<file path="src/rtl/hazard_unit_mc.sv">
// Hazard/forwarding unit for the 5-stage MIPS pipeline with a multi-cycle execute stall FSM.
// Optional stall/flush perf counters are built when HAZARD_PERF_EN is defined.
module hazard_unit_mc #(
   parameter int unsigned REG_ADDR_W = 5,
   parameter int unsigned MC_LATENCY = 4,
   parameter int unsigned CNT_W      = 16
) (
   input  logic                  clk,
   input  logic                  reset,
   input  logic                  BranchD,
   input  logic                  JumpD,
   input  logic                  McStartE,
   input  logic                  MemtoRegE,
   input  logic                  RegWriteE,
   input  logic                  MemtoRegM,
   input  logic                  RegWriteM,
   input  logic                  RegWriteW,
   input  logic [REG_ADDR_W-1:0] rsD,
   input  logic [REG_ADDR_W-1:0] rtD,
   input  logic [REG_ADDR_W-1:0] rsE,
   input  logic [REG_ADDR_W-1:0] rtE,
   input  logic [REG_ADDR_W-1:0] WriteRegE,
   input  logic [REG_ADDR_W-1:0] WriteRegM,
   input  logic [REG_ADDR_W-1:0] WriteRegW,
   output logic                  StallF,
   output logic                  StallD,
   output logic                  StallE,
   output logic                  FlushD,
   output logic                  FlushE,
   output logic                  FlushM,
   output logic                  ForwardAD,
   output logic                  ForwardBD,
   output logic [1:0]            ForwardAE,
   output logic [1:0]            ForwardBE,
   output logic                  McBusy,
   output logic                  McDoneE,
   output logic [CNT_W-1:0]      StallCycles,
   output logic [CNT_W-1:0]      FlushCycles
);

   localparam bit MULTI = (MC_LATENCY > 1);
   localparam logic [7:0] CNT_LOAD = MULTI ? 8'(MC_LATENCY - 2) : 8'd0;

   typedef enum logic {IDLE, BUSY} state_t;

   state_t     state;
   logic [7:0] cnt;
   logic       lwstall, branchstall, hzstall, mcstall;

   function automatic logic [1:0] fwd_e(input logic [REG_ADDR_W-1:0] r);
      if (r != '0 && r == WriteRegM && RegWriteM)      return 2'b10;
      else if (r != '0 && r == WriteRegW && RegWriteW) return 2'b01;
      else                                             return 2'b00;
   endfunction

   always_comb begin
      ForwardAE = fwd_e(rsE);
      ForwardBE = fwd_e(rtE);
      ForwardAD = (rsD != '0) && (rsD == WriteRegM) && RegWriteM;
      ForwardBD = (rtD != '0) && (rtD == WriteRegM) && RegWriteM;
   end

   always_comb begin
      lwstall     = MemtoRegE && (rtE != '0) && ((rsD == rtE) || (rtD == rtE));
      branchstall = BranchD &&
                    ((RegWriteE && (WriteRegE != '0) && ((WriteRegE == rsD) || (WriteRegE == rtD))) ||
                     (MemtoRegM && (WriteRegM != '0) && ((WriteRegM == rsD) || (WriteRegM == rtD))));
      hzstall     = lwstall || branchstall;
   end

   // MC terms are forced low while reset is high; the state itself clears on the edge.
   always_comb begin
      mcstall = !reset && (((state == IDLE) && McStartE && MULTI) ||
                           ((state == BUSY) && (cnt != '0)));
      McDoneE = !reset && (((state == IDLE) && McStartE && !MULTI) ||
                           ((state == BUSY) && (cnt == '0)));
      McBusy  = (state == BUSY);
      StallF  = hzstall || mcstall;
      StallD  = hzstall || mcstall;
      StallE  = mcstall;
      FlushM  = mcstall;
      FlushE  = hzstall && !mcstall;
      FlushD  = JumpD && !hzstall && !mcstall;
   end

   always_ff @(posedge clk) begin
      if (reset) begin
         state <= IDLE;
         cnt   <= '0;
      end else begin
         case (state)
            IDLE: if (McStartE && MULTI) begin
               state <= BUSY;
               cnt   <= CNT_LOAD;
            end
            BUSY: if (cnt != '0) cnt <= cnt - 8'd1;
                  else           state <= IDLE;
            default: state <= IDLE;
         endcase
      end
   end

`ifdef HAZARD_PERF_EN
   always_ff @(posedge clk) begin
      if (reset) begin
         StallCycles <= '0;
         FlushCycles <= '0;
      end else begin
         if (StallD && (StallCycles != '1))
            StallCycles <= StallCycles + 1'b1;
         if ((FlushE || FlushD || FlushM) && (FlushCycles != '1))
            FlushCycles <= FlushCycles + 1'b1;
      end
   end
`else
   assign StallCycles = '0;
   assign FlushCycles = '0;
`endif

endmodule

</file>
<file path="config.mk">
export PLATFORM = sky130hd
export DESIGN_NAME = hazard_unit_mc
export DESIGN_NICKNAME = d
export VERILOG_FILES = /design/src/rtl/hazard_unit_mc.sv
export SDC_FILE = /design/constraint.sdc
export NUM_CORES = 1
export LEC_CHECK = 0
export CORE_AREA = 8 8 88 90
export DETAILED_ROUTE_END_ITERATION = 16
export DIE_AREA = 0 0 96 98
export SYNTH_ARGS = -nofsm -noshare
export SYNTH_HDL_FRONTEND = slang
export SYNTH_SLANG_ARGS = --single-unit
</file>
<file path="constraint.sdc">
create_clock -name clk -period 5 [get_ports clk]
set_clock_uncertainty 0.05 [all_clocks]
set_input_delay 0.5 -clock clk [delete_from_list [all_inputs] [get_ports clk]]
set_output_delay 0.5 -clock clk [all_outputs]
set_load 0.05 [all_outputs]
</file>
==> key figures <==
Worst hold path
  – Hold crit path type: reg2reg

STA
  – Setup_tns: 0 ns
  – Worst Max-Slew Pin Slew: 0.537 ns
  – Unrepaired setup endpoints after global routing: no
  – Worst hold slack: 0.467 ns
  – Slew Limit Fails: 0
  – Fmax: 284 MHz
  – Count of final hold-check violations: 0
  – Slew HR: 64.1%
  – Period utilization: 70.3%
  – Worst Slack Setup Final: 1.48 ns
  – Final setup violation count: 0
  – Tmin final: 3.52 ns

Floorplan
  – IO Count: 91
  – Std cell rows: 30
  – Starting Density: 22.8%
  – Die Ht: 98 µm
  – Chip Width: 96 µm
  – Core box area: 6490 µm²
  – Die area: 9410 µm²

GRT
  – Largest net degree at the start of global routing: 10
  – All-Layer GR Usage: 8.68%
  – First-pass GRT wire length: 6.73 mm
  – Met1 GRT Util: 10.1%
  – M3 GR Usage: 3.53%
  – Initial antenna violation count: 0
  – Grt peak-use layer: met2
  – Met2 usage: 14.5%
  – Number of global-route vias before repair: 1,421
  – Total gr overflow: 0

Synth
  – Sequential cell area fraction in the yosys report: 12.2%
  – Cells after Synth: 187
  – Synthesized flop and latch total: 9
  – Primary FF master, synth: dfxtp_1
  – Adder-cell share of the synthesized area: 1.69%
  – Warnings from Yosys: 0
  – Most common cell in the netlist: xnor2_1
  – Number of synthesized flops with an enable pin: 0
  – Mean Syn Cell Area: 7.93 µm²
  – Top cell type's share of synthesized area: 21.3%
  – Top post-synthesis cells by area: xnor2_1, buf_4, dfxtp_1
  – Largest family of logic cells by synthesized area: XOR/XNOR gates
  – Async set-or-reset flop fraction in the synthesized netlist: 0%
  – Leading area contributor after synthesis: xnor2_1
  – Simple-Gate Fraction of Synth Area: 24.5%
  – Synth Cell Area: 1480 µm²
  – Distinct cell type count after synthesis: 38
  – Post-synthesis mux area share: 0%
  – Synth Area in Compound Gates: 7.59%
  – Synth top cells by count: xnor2_1, buf_4, xor2_1
  – Post-Synth XOR/XNOR Area: 32.5%

Drt
  – Final WL: 4.09 mm
  – Wire per inst: 13.0 µm
  – First-pass DRT Iterations: 4
  – Antenna-violating nets left: 0
  – DRT iter0 DRCs: 26
  – # DRC: 0
  – Vias: 1,349
  – Vias per std cell: 4.27

Layout
  – Fin cells: 316
  – Synth-to-layout area growth: 36.2%
  – Area of the multi-input gates: 1100 µm²
  – Fin area: 2020 µm²
  – Utilization after layout: 31.1%
  – Final net count: 284
  – Layout cell share with drive strength beyond 1: 5.93%
  – Fillcell total: 704
  – Diode count: 0
  – Seq. cell area: 180 µm²

Placement
  – Post-place setup slack: 1.45 ns
  – Post-Place Cell Area: 1970 µm²
  – Cell count after placement: 312
  – Dpl hpwl: 3.52 mm
  – Placer Congestion: 0.792
  – Port-buffer cells: 58

Power and ir drop
  – Power per Cell Area: 237 nW/µm²
  – Tot Pwr: 0.479 mW
  – Worst vdd ir: 164 µV
  – Leakage: 0.727 nW

CTS
  – # Post-CTS Setup Buffers: 0
  – CTS sink count: 9
  – CTS tree: yes
  – Inserted Clock Buffers: 3
  – CTS Buffer Depth: 2
  – Clock slew at reported path FFs: 0.04 ns
  – # H-tree levels: 1
  – Clk Latency, worst-skew pair: 0.23 ns
  – CTS root buf: clkbuf_8
  – Hold Buf Count CTS: 0
  – Post_cts resized: 0

Critical path
  – Critical path arrival: 2.97 ns
  – Crit Path Max Fanout: 6
  – CP endpoint kind: output port
  – CP Launch Type: input pin
  – WP data required: 4.45 ns
  – CP Class: in2out

Run status
  – Outcome: complete, no violations

Run
  – Max Cap Viol: 0
## critical path, cell delays in order
cell             delay, ns
clkdlybuf4s50_1       0.74
xnor2_1               0.18
nand3_1               0.11
nor3_1                0.26
o221ai_2              0.16
a31oi_1               0.16
clkdlybuf4s50_1       0.84
## layout make-up
cell class	count	share of cell area [%]
timing repair buffer	58	28.7
tap	80	4.96
sequential	9	8.92
inverter	3	0.558
multi-input combinational	162	54.6
clock buffer	4	2.23
## flip-flops by register name, indices dropped and copies added, names as in the netlist
| signal | flops |
|---|---|
| cnt | 8 |
| McBusy | 1 |
## metal layers
layer | wire length (µm) | vias to the layer above | part of all wire, %
li1 | - | 668 | -
met1 | 1690 | 619 | 41
met2 | 2010 | 60 | 49
met3 | 391 | 2 | 9.6
met4 | 8 | 0 | 0.20
met5 | 0 | - | 0
## cell usage in the layout, fill, tap and decap left out
master	instances
conb_1	32
a21o_1	2
inv_1	3
and4_1	1
nor4bb_2	1
a31oi_1	2
nand3_1	9
or4_4	1
nand4_1	4
nand2_1	6
o21ai_0	2
nor2b_2	1
a21oi_4	1
clkdlybuf4s50_1	58
or4_1	6
nand4b_1	1
nor2_4	1
o2111ai_1	1
o221ai_2	1
o22ai_1	1
nand2_2	1
ha_1	2
o211ai_1	1
clkbuf_8	3
o31ai_1	1
nor4_1	3
xnor2_1	36
xor2_1	19
clkbuf_1	1
dfxtp_1	9
nor2b_1	1
nor2_1	14
nor3_1	5
a21oi_1	1
a311oi_1	1
nor2b_4	1
nor4_2	3
## kinds of logic (layout without fill, tap and decap cells)
group                    count (synthesis)  count (layout)
AND/OR/NAND/NOR                         59              59
XOR/XNOR                                55              55
buffers and inverters                   47              65
AO/OA/AOI/OAI                           14              14
flip-flops                               9               9
adder cells (fa/ha/maj)                  2               2
other                                    1              32
## worst paths after layout
check              start  endpoint  slack [ns]  depth (start not counted)
hold reg to reg   cnt[5]    cnt[5]        0.47                          2
setup reg to reg  cnt[0]    cnt[5]        3.16                          7
setup / recovery  rtE[0]    FlushE        1.48                          7
hold / removal    cnt[5]    cnt[5]        0.47                          2
## power breakdown
group,internal [mW],switching [mW]
logic,0.113,0.179
registers,0.0863,0.0162
clock network,0.0556,0.0292
total,0.254,0.224
No activity file was read; power rests on OpenSTA's default activity.
